**config.mk**
```make
export PLATFORM = sky130hd
export DESIGN_NAME = idu_pipe_flat
export DESIGN_NICKNAME = d
export VERILOG_FILES = /design/src/rtl/idu_pipe_if.sv /design/src/rtl/idu_pipe.sv /design/src/flat_wrapper.sv
export SDC_FILE = /design/constraint.sdc
export NUM_CORES = 1
export LEC_CHECK = 0
export ABC_AREA = 1
export BUFFER_PORTS_ARGS = -buffer_cell sky130_fd_sc_hd__buf_2
export CAP_MARGIN = 10
export CORE_MARGIN = 3
export CORE_UTILIZATION = 40
export DETAILED_ROUTE_END_ITERATION = 7
export GPL_TIMING_DRIVEN = 0
export HOLD_SLACK_MARGIN = 0.06
export PLACE_DENSITY_LB_ADDON = 0.08
export SLEW_MARGIN = 10
export SYNTH_ARGS = -nofsm -noshare
export SYNTH_HDL_FRONTEND = slang
export SYNTH_SLANG_ARGS = --single-unit
```
**constraint.sdc**
```tcl
create_clock -name clk -period 1.75 [get_ports clk]
set_clock_uncertainty 0.15 [all_clocks]
set_input_delay 0.525 -clock clk [delete_from_list [all_inputs] [get_ports clk]]
set_output_delay 0.525 -clock clk [all_outputs]
set_load 0.05 [all_outputs]
```
**src/rtl/idu_pipe_if.sv**
```systemverilog
// Handshake and decoded-bundle bus between IFU, the decode stage and the EXU.
// master = surrounding pipeline (drives fetch side, consumes decode); slave = idu_pipe.
interface idu_pipe_if;
  logic        in_valid;
  logic        in_ready;
  logic [31:0] in_inst;
  logic [31:0] in_pc;

  logic        out_valid;
  logic        out_ready;
  logic [31:0] out_pc;
  logic [31:0] out_imm;
  logic [4:0]  out_rs1;
  logic [4:0]  out_rs2;
  logic [4:0]  out_rd;
  logic        out_rwen;
  logic        out_mem_ren;
  logic        out_mem_wen;
  logic [1:0]  out_size;
  logic        out_sext;
  logic [7:0]  out_alu_op;
  logic [3:0]  out_md_op;
  logic        out_ecall;
  logic        out_mret;
  logic        out_halt;
  logic        out_illegal;

  modport master (
    output in_valid, in_inst, in_pc, out_ready,
    input  in_ready, out_valid, out_pc, out_imm, out_rs1, out_rs2, out_rd,
           out_rwen, out_mem_ren, out_mem_wen, out_size, out_sext,
           out_alu_op, out_md_op, out_ecall, out_mret, out_halt, out_illegal
  );

  modport slave (
    input  in_valid, in_inst, in_pc, out_ready,
    output in_ready, out_valid, out_pc, out_imm, out_rs1, out_rs2, out_rd,
           out_rwen, out_mem_ren, out_mem_wen, out_size, out_sext,
           out_alu_op, out_md_op, out_ecall, out_mret, out_halt, out_illegal
  );
endinterface

```
**src/rtl/idu_pipe.sv**
```systemverilog
// RV32I(+M) decode stage: one instruction/cycle, decoded bundle registered 1 cycle after accept.
// Two-entry skid (A presented, B spare) absorbs EXU stalls; in_ready derives from state only.
module idu_pipe #(
  parameter bit M_EXT = 1'b0,
  parameter int CNT_W = 32
) (
  input  logic             clk,
  input  logic             rst_n,
  input  logic             flush,
  idu_pipe_if.slave        bus,
  output logic [CNT_W-1:0] decode_cnt
);

  typedef struct packed {
    logic [31:0] pc;
    logic [31:0] imm;
    logic [4:0]  rs1;
    logic [4:0]  rs2;
    logic [4:0]  rd;
    logic        rwen;
    logic        mem_ren;
    logic        mem_wen;
    logic [1:0]  size;
    logic        sext;
    logic [7:0]  alu_op;
    logic [3:0]  md_op;
    logic        ecall;
    logic        mret;
    logic        halt;
    logic        illegal;
  } dec_t;

  typedef enum logic [1:0] {EMPTY = 2'd0, ONE = 2'd1, FULL = 2'd2} state_t;

  localparam logic [6:0] OPC_LUI    = 7'b0110111;
  localparam logic [6:0] OPC_AUIPC  = 7'b0010111;
  localparam logic [6:0] OPC_JAL    = 7'b1101111;
  localparam logic [6:0] OPC_JALR   = 7'b1100111;
  localparam logic [6:0] OPC_BRANCH = 7'b1100011;
  localparam logic [6:0] OPC_LOAD   = 7'b0000011;
  localparam logic [6:0] OPC_STORE  = 7'b0100011;
  localparam logic [6:0] OPC_OPIMM  = 7'b0010011;
  localparam logic [6:0] OPC_OP     = 7'b0110011;
  localparam logic [6:0] OPC_SYSTEM = 7'b1110011;

  localparam logic [7:0] ALU_SUB  = 8'h01;
  localparam logic [7:0] ALU_XOR  = 8'h02;
  localparam logic [7:0] ALU_OR   = 8'h04;
  localparam logic [7:0] ALU_AND  = 8'h08;
  localparam logic [7:0] ALU_SLL  = 8'h10;
  localparam logic [7:0] ALU_SRL  = 8'h20;
  localparam logic [7:0] ALU_SRA  = 8'h40;
  localparam logic [7:0] ALU_CSRC = 8'h80;

  logic [31:0] inst;
  logic [6:0]  opc;
  logic [2:0]  f3;
  logic [6:0]  f7;
  logic [31:0] imm_i, imm_s, imm_b, imm_u, imm_j;
  dec_t        dec;
  logic        bad;

  assign inst  = bus.in_inst;
  assign opc   = inst[6:0];
  assign f3    = inst[14:12];
  assign f7    = inst[31:25];
  assign imm_i = {{20{inst[31]}}, inst[31:20]};
  assign imm_s = {{20{inst[31]}}, inst[31:25], inst[11:7]};
  assign imm_b = {{19{inst[31]}}, inst[31], inst[7], inst[30:25], inst[11:8], 1'b0};
  assign imm_u = {inst[31:12], 12'b0};
  assign imm_j = {{11{inst[31]}}, inst[31], inst[19:12], inst[20], inst[30:21], 1'b0};

  always_comb begin
    dec     = '0;
    bad     = 1'b0;
    dec.pc  = bus.in_pc;
    dec.rs1 = inst[19:15];
    dec.rs2 = inst[24:20];
    dec.rd  = inst[11:7];
    case (opc)
      OPC_LUI: begin
        dec.imm  = imm_u;
        dec.rs1  = '0;
        dec.rwen = 1'b1;
      end
      OPC_AUIPC: begin
        dec.imm  = imm_u;
        dec.rwen = 1'b1;
      end
      OPC_JAL: begin
        dec.imm  = imm_j;
        dec.rwen = 1'b1;
      end
      OPC_JALR: begin
        dec.imm  = imm_i;
        dec.rwen = 1'b1;
        bad      = (f3 != 3'b000);
      end
      // Branches carry the compare bit plus the condition-specific bit.
      OPC_BRANCH: begin
        dec.imm = imm_b;
        case (f3)
          3'b000:  dec.alu_op = ALU_SUB | ALU_XOR;
          3'b001:  dec.alu_op = ALU_SUB | ALU_OR;
          3'b100:  dec.alu_op = ALU_SUB | ALU_SRL;
          3'b101:  dec.alu_op = ALU_SUB | ALU_SRA;
          3'b110:  dec.alu_op = ALU_SUB | ALU_AND;
          3'b111:  dec.alu_op = ALU_SUB | ALU_SLL;
          default: bad = 1'b1;
        endcase
      end
      OPC_LOAD: begin
        dec.imm     = imm_i;
        dec.rwen    = 1'b1;
        dec.mem_ren = 1'b1;
        case (f3)
          3'b000:  begin dec.size = 2'b00; dec.sext = 1'b1; end
          3'b001:  begin dec.size = 2'b01; dec.sext = 1'b1; end
          3'b010:  dec.size = 2'b10;
          3'b100:  dec.size = 2'b00;
          3'b101:  dec.size = 2'b01;
          default: bad = 1'b1;
        endcase
      end
      OPC_STORE: begin
        dec.imm     = imm_s;
        dec.mem_wen = 1'b1;
        case (f3)
          3'b000:  dec.size = 2'b00;
          3'b001:  dec.size = 2'b01;
          3'b010:  dec.size = 2'b10;
          default: bad = 1'b1;
        endcase
      end
      OPC_OPIMM: begin
        dec.imm  = imm_i;
        dec.rwen = 1'b1;
        case (f3)
          3'b000: dec.alu_op = '0;
          3'b010: dec.alu_op = ALU_SUB | ALU_SRL;
          3'b011: dec.alu_op = ALU_SUB | ALU_AND;
          3'b100: dec.alu_op = ALU_XOR;
          3'b110: dec.alu_op = ALU_OR;
          3'b111: dec.alu_op = ALU_AND;
          3'b001: begin
            dec.alu_op = ALU_SLL;
            bad        = (f7 != 7'b0000000);
          end
          default: begin
            if (f7 == 7'b0000000)      dec.alu_op = ALU_SRL;
            else if (f7 == 7'b0100000) dec.alu_op = ALU_SRA;
            else                       bad = 1'b1;
          end
        endcase
      end
      OPC_OP: begin
        dec.rwen = 1'b1;
        if (f7 == 7'b0000001) begin
          if (M_EXT) dec.md_op = {1'b1, f3};
          else       bad = 1'b1;
        end else if (f7 == 7'b0000000) begin
          case (f3)
            3'b000:  dec.alu_op = '0;
            3'b001:  dec.alu_op = ALU_SLL;
            3'b010:  dec.alu_op = ALU_SUB | ALU_SRL;
            3'b011:  dec.alu_op = ALU_SUB | ALU_AND;
            3'b100:  dec.alu_op = ALU_XOR;
            3'b101:  dec.alu_op = ALU_SRL;
            3'b110:  dec.alu_op = ALU_OR;
            default: dec.alu_op = ALU_AND;
          endcase
        end else if (f7 == 7'b0100000 && f3 == 3'b000) begin
          dec.alu_op = ALU_SUB;
        end else if (f7 == 7'b0100000 && f3 == 3'b101) begin
          dec.alu_op = ALU_SRA;
        end else begin
          bad = 1'b1;
        end
      end
      OPC_SYSTEM: begin
        dec.imm = imm_i;
        case (f3)
          3'b000: begin
            case (inst)
              32'h0000_0073: dec.ecall = 1'b1;
              32'h0010_0073: dec.halt  = 1'b1;
              32'h3020_0073: dec.mret  = 1'b1;
              default:       bad       = 1'b1;
            endcase
          end
          3'b001: begin
            dec.rwen = 1'b1;
            dec.rs2  = '0;
          end
          3'b010: begin
            dec.rwen   = 1'b1;
            dec.alu_op = ALU_OR;
          end
          3'b011: begin
            dec.rwen   = 1'b1;
            dec.alu_op = ALU_CSRC;
          end
          default: bad = 1'b1;
        endcase
      end
      default: bad = 1'b1;
    endcase
    if (inst[1:0] != 2'b11) bad = 1'b1;
    // Illegal instructions must not cause any architectural side effect downstream.
    if (bad) begin
      dec.rwen    = 1'b0;
      dec.mem_ren = 1'b0;
      dec.mem_wen = 1'b0;
      dec.halt    = 1'b0;
      dec.ecall   = 1'b0;
      dec.mret    = 1'b0;
      dec.md_op   = '0;
    end
    dec.illegal = bad;
  end

  state_t state, state_nxt;
  logic   in_rdy, out_vld, take, load_a, load_b, move_b;
  dec_t   ent_a, ent_b;

  always_ff @(posedge clk or negedge rst_n) begin
    if (!rst_n) state <= EMPTY;
    else        state <= state_nxt;
  end

  always_comb begin
    state_nxt = state;
    case (state)
      EMPTY:   if (bus.in_valid) state_nxt = ONE;
      ONE: begin
        if (bus.in_valid && !bus.out_ready)      state_nxt = FULL;
        else if (!bus.in_valid && bus.out_ready) state_nxt = EMPTY;
      end
      FULL:    if (bus.out_ready) state_nxt = ONE;
      default: state_nxt = EMPTY;
    endcase
    if (flush) state_nxt = EMPTY;
  end

  // Everything here is a function of the registered state and the peers' inputs,
  // so in_ready never depends combinationally on out_ready.
  always_comb begin
    in_rdy  = (state != FULL);
    out_vld = (state != EMPTY);
    take    = (state != EMPTY) && bus.out_ready;
    load_a  = bus.in_valid && ((state == EMPTY) || (state == ONE && bus.out_ready));
    load_b  = bus.in_valid && (state == ONE) && !bus.out_ready;
    move_b  = (state == FULL) && bus.out_ready;
  end

  always_ff @(posedge clk or negedge rst_n) begin
    if (!rst_n) begin
      ent_a <= '0;
      ent_b <= '0;
    end else begin
      if (load_a)      ent_a <= dec;
      else if (move_b) ent_a <= ent_b;
      if (load_b)      ent_b <= dec;
    end
  end

  always_ff @(posedge clk or negedge rst_n) begin
    if (!rst_n)    decode_cnt <= '0;
    else if (take) decode_cnt <= decode_cnt + CNT_W'(1);
  end

  assign bus.in_ready    = in_rdy;
  assign bus.out_valid   = out_vld;
  assign bus.out_pc      = ent_a.pc;
  assign bus.out_imm     = ent_a.imm;
  assign bus.out_rs1     = ent_a.rs1;
  assign bus.out_rs2     = ent_a.rs2;
  assign bus.out_rd      = ent_a.rd;
  assign bus.out_rwen    = ent_a.rwen;
  assign bus.out_mem_ren = ent_a.mem_ren;
  assign bus.out_mem_wen = ent_a.mem_wen;
  assign bus.out_size    = ent_a.size;
  assign bus.out_sext    = ent_a.sext;
  assign bus.out_alu_op  = ent_a.alu_op;
  assign bus.out_md_op   = ent_a.md_op;
  assign bus.out_ecall   = ent_a.ecall;
  assign bus.out_mret    = ent_a.mret;
  assign bus.out_halt    = ent_a.halt;
  assign bus.out_illegal = ent_a.illegal;

endmodule

```
**src/flat_wrapper.sv**
```systemverilog
// flat-port wrapper written by rule: the top's interface ports become plain ports
module idu_pipe_flat 
#(
  parameter bit M_EXT = 1'b0,
  parameter int CNT_W = 32
)
  (clk, rst_n, flush, decode_cnt, bus_in_valid, bus_in_inst, bus_in_pc, bus_out_ready, bus_in_ready, bus_out_valid, bus_out_pc, bus_out_imm, bus_out_rs1, bus_out_rs2, bus_out_rd, bus_out_rwen, bus_out_mem_ren, bus_out_mem_wen, bus_out_size, bus_out_sext, bus_out_alu_op, bus_out_md_op, bus_out_ecall, bus_out_mret, bus_out_halt, bus_out_illegal);
  idu_pipe_if bus_i ();
  input  logic clk;
  input  logic rst_n;
  input  logic flush;
  output logic [CNT_W-1:0] decode_cnt;
  input wire logic [$bits(bus_i.in_valid)-1:0] bus_in_valid;
  input wire logic [$bits(bus_i.in_inst)-1:0] bus_in_inst;
  input wire logic [$bits(bus_i.in_pc)-1:0] bus_in_pc;
  input wire logic [$bits(bus_i.out_ready)-1:0] bus_out_ready;
  output wire logic [$bits(bus_i.in_ready)-1:0] bus_in_ready;
  output wire logic [$bits(bus_i.out_valid)-1:0] bus_out_valid;
  output wire logic [$bits(bus_i.out_pc)-1:0] bus_out_pc;
  output wire logic [$bits(bus_i.out_imm)-1:0] bus_out_imm;
  output wire logic [$bits(bus_i.out_rs1)-1:0] bus_out_rs1;
  output wire logic [$bits(bus_i.out_rs2)-1:0] bus_out_rs2;
  output wire logic [$bits(bus_i.out_rd)-1:0] bus_out_rd;
  output wire logic [$bits(bus_i.out_rwen)-1:0] bus_out_rwen;
  output wire logic [$bits(bus_i.out_mem_ren)-1:0] bus_out_mem_ren;
  output wire logic [$bits(bus_i.out_mem_wen)-1:0] bus_out_mem_wen;
  output wire logic [$bits(bus_i.out_size)-1:0] bus_out_size;
  output wire logic [$bits(bus_i.out_sext)-1:0] bus_out_sext;
  output wire logic [$bits(bus_i.out_alu_op)-1:0] bus_out_alu_op;
  output wire logic [$bits(bus_i.out_md_op)-1:0] bus_out_md_op;
  output wire logic [$bits(bus_i.out_ecall)-1:0] bus_out_ecall;
  output wire logic [$bits(bus_i.out_mret)-1:0] bus_out_mret;
  output wire logic [$bits(bus_i.out_halt)-1:0] bus_out_halt;
  output wire logic [$bits(bus_i.out_illegal)-1:0] bus_out_illegal;
  assign bus_i.in_valid = bus_in_valid;
  assign bus_i.in_inst = bus_in_inst;
  assign bus_i.in_pc = bus_in_pc;
  assign bus_i.out_ready = bus_out_ready;
  assign bus_in_ready = bus_i.in_ready;
  assign bus_out_valid = bus_i.out_valid;
  assign bus_out_pc = bus_i.out_pc;
  assign bus_out_imm = bus_i.out_imm;
  assign bus_out_rs1 = bus_i.out_rs1;
  assign bus_out_rs2 = bus_i.out_rs2;
  assign bus_out_rd = bus_i.out_rd;
  assign bus_out_rwen = bus_i.out_rwen;
  assign bus_out_mem_ren = bus_i.out_mem_ren;
  assign bus_out_mem_wen = bus_i.out_mem_wen;
  assign bus_out_size = bus_i.out_size;
  assign bus_out_sext = bus_i.out_sext;
  assign bus_out_alu_op = bus_i.out_alu_op;
  assign bus_out_md_op = bus_i.out_md_op;
  assign bus_out_ecall = bus_i.out_ecall;
  assign bus_out_mret = bus_i.out_mret;
  assign bus_out_halt = bus_i.out_halt;
  assign bus_out_illegal = bus_i.out_illegal;
  idu_pipe #(.M_EXT(M_EXT), .CNT_W(CNT_W)) u_core (.clk(clk), .rst_n(rst_n), .flush(flush), .bus(bus_i), .decode_cnt(decode_cnt));
endmodule
```
==> results.yml <==
layout:
  multi_input_area_um2: 4670
  fill_cells: 2285
  synthToLayoutAreaGrowth_pct: 52.9
  layoutNonFillerInstCount: 2071
  diodes: 0
  utilization_pct: 62.6
  num-nets-final: 1791
  seq_area_um2: 5740
  drive_above_1_share_pct: 33.8
logic_synthesis:
  yosys.area.top_type: "dfrtp_1"
  synth_top_area_share_pct: 53.0
  synth_seq_area_share_pct: 53.0
  syn-cell-area_um2: 10800
  synthTopCellsByArea: "dfrtp_1 53%, nand2_1 16%, inv_1 4.5%, nand3_1 4.2%, o21ai_0 3.5%"
  synth_flop_cell: "dfrtp_1"
  syn_area_per_cell_um2: 8.06
  syn_inst: 1335
  async_reset_ff_share_pct: 100
  synth-edff-count: 0
  synth_commonest_cells: "470 x nand2_1, 228 x dfrtp_1, 128 x inv_1"
  synth-seq-cells: 228
  synthDistinctLibCells: 38
  ys_warn_count: 0
  yosysMostFrequentCell: "nand2_1"
detailed_routing:
  drt_wl_total_mm: 38.2
  drtIter0Drc: 879
  vias: 10600
  drc: 0
  viasPerCell: 5.10
  routedWlPerCell_um: 18.4
  drtPass1Iterations: 7
  antenna_left: 0
worst_setup_path:
  max_stage_delay_ps: 460
  cp-start-kind: "flip-flop"
  cp_max_fo: 4
  critical_path.cell_chain: "inv_4 > nand2_1 > buf_6"
  cp-end-kind: "primary output"
  worst-setup-path-type: "reg2out"
  worstPathRequired_ps: 1070
  cp_slowest_cell: "dfrtp_2"
  arrival_ps: 1350
timing:
  period_share_pct: 116
  setup_violations: 259
  tightestPinTransition_ps: 532
  fmax_mhz: 494
  report.final.hold_viol_count: 55
  setup_tns_ps: -16060
  rsz0062_at_grt: "true"
  slew_viol_final: 0
  slew-limit-headroom_pct: 64.5
  whs_ps: -247
  min_period_ps: 2020
  final.setup.worst_slack_ps: -273
cts:
  root_buffer: "clkbuf_16"
  clkSinkCount: 228
  cts_buffer_depth: 3
  cts_tree: "yes"
  cts_inserted_buffers: 27
  ctsHoldBuffers: 5
  clk_latency_ps: 530
  htree_levels: 1
  clk_pin_slew_ps: 60
power_and_ir_drop:
  power.internal_uw: 14600
  seq_power_share_pct: 31.4
  ir_worst_vdd_v: 0.000687
  p_leak_uw: 0.00850
  p_clk_share_pct: 22.7
  power.density_nw_per_um2: 1470
  pwr-share-comb_pct: 45.9
  switchingPower_uw: 9520
  swShare_pct: 39.5
grt:
  antenna_found_initial: 0
  grt_pass1_vias: 10100
  track_usage_pct: 24.7
  grt_pass1_wl_mm: 56.3
  gr-total-overflow: 0
  grt_start_max_net_pins: 98
job:
  drv_cap: 0
die:
  initial_core_util_pct: 40.9
  fp.dieW_um: 170
  dieArea_um2: 28900
  num_rows: 59
  num_io_pins: 204
  die_y_um: 170
  fp.coreArea_um2: 26300
place:
  dp_cells: 1872
  io_buffers: 197
  pre_cts_ws_ps: -952
  dp_hpwl_mm: 24.6
  globalplace.congestion: 0.923
run_status:
  status: "finished, violations left"
  violations: "negative hold slack, negative setup slack"
hold_path:
  hold_path.class: "in2async"
-- routing by layer --
layer | up-vias | share of wire, % | routed length, µm | global-route usage, %
li1 | 5030 | - | - | -
met1 | 5081 | 44 | 16700 | 35.4
met2 | 384 | 47 | 17900 | 39.8
met3 | 64 | 6.5 | 2500 | 3.32
met4 | 0 | 2.7 | 1020 | 6.67
met5 | - | 0 | 0 | 0
-- sequential cells by signal, summed over array words and instances (netlist names), 2 cells and up --
signal	count
u_core.ent_b	97
u_core.bus.out_imm	32
u_core.bus.out_pc	32
u_core.decode_cnt	32
u_core.bus.out_alu_op	8
u_core.bus.out_rd	5
u_core.bus.out_rs1	5
u_core.bus.out_rs2	5
u_core.bus.out_size	2
u_core.state	2
-- path summary, 6_finish.rpt --
kind                                  start                     to  slack (ps)  depth (start not counted)
max                         u_core.state[0]           bus_in_ready        -270                          3
min                                   rst_n   u_core.bus.out_pc[8]        -250                          1
max reg2reg                 u_core.state[1]       u_core.ent_b[21]        -190                         10
min reg2reg                u_core.ent_b[93]       u_core.ent_b[93]         320                          2
max in group asynchronous             rst_n  u_core.decode_cnt[22]         460                          3
min in group clk             bus_in_inst[7]       u_core.ent_b[22]          80                          3
-- worst max-delay path, delay by kind of cell (launching register included) --
| family | cells | cell delay [ps] |
|---|---|---|
| buffers and inverters | 2 | 260 |
| flip-flops | 1 | 460 |
| AND/OR/NAND/NOR | 1 | 90 |
-- through the flow --
stage	instance area, µm²	power, µW	hold WS (ps)
2_1_floorplan	10900	12500	79.4
3_3_place_gp	12300	14600	303
3_5_place_dp	12400	14700	308
4_1_cts	15300	22700	-237
5_1_grt	16400	25300	-224
6_report	16400	24100	-247
-- layout make-up --
class	count	share of cell area, %
tap	335	2.55
timing repair buffer	354	21.3
multi-input combinational	913	28.4
clock inverter	8	0.441
clock buffer	37	4.76
inverter	135	3.23
buffer	61	4.44
sequential	228	34.9
-- what timing repair did --
item                                   4_1_cts  5_1_grt
buffers inserted                            91       40
setup endpoints to repair                  336      343
endpoints found under the hold margin       60       55
gates resized for setup                    392      206
pin swaps                                   16       24
gates cloned                                 4       17
-- power groups by stage --
stage / registers [µW] / logic [µW] / clock network [µW]
2_1_floorplan: 9850 / 2610 / 0
3_3_place_gp: 7430 / 7190 / 0
3_5_place_dp: 7460 / 7250 / 0
4_1_cts: 7510 / 9620 / 5580
5_1_grt: 7710 / 11800 / 5800
6_report: 7560 / 11100 / 5480
-- layout by cell type (no fill, tap or decap), drive strengths merged --
cell type / count
clkinvlp: 1
bufbuf: 1
a211o: 1
xnor2: 11
o21a: 1
o211ai: 39
a31oi: 1
ha: 2
nand2: 474
nor2: 110
dlygate4sd3: 5
o21ai: 89
buf: 375
o22ai: 9
nor3: 16
conb: 4
inv: 134
a21oi: 15
nand4: 19
nand3: 92
o221ai: 4
clkinv: 7
clkbuf: 71
dfrtp: 228
bufinv: 1
xor2: 20
a22o: 5
nor4: 1
-- cell families (layout without fill, tap and decap cells) --
kind of cell / Yosys count / count (layout) / share of synthesized area [%]
compound gates: 164 / 164 / 9.41
xor+xnor: 31 / 31 / 2.52
fa+ha+maj: 2 / 2 / 0.233
buf+inv: 197 / 595 / 7.27
flops: 228 / 228 / 53.0
other cells: 1 / 4 / 0.0349
simple gates: 712 / 712 / 27.5
(Power assumes the default switching activity.)
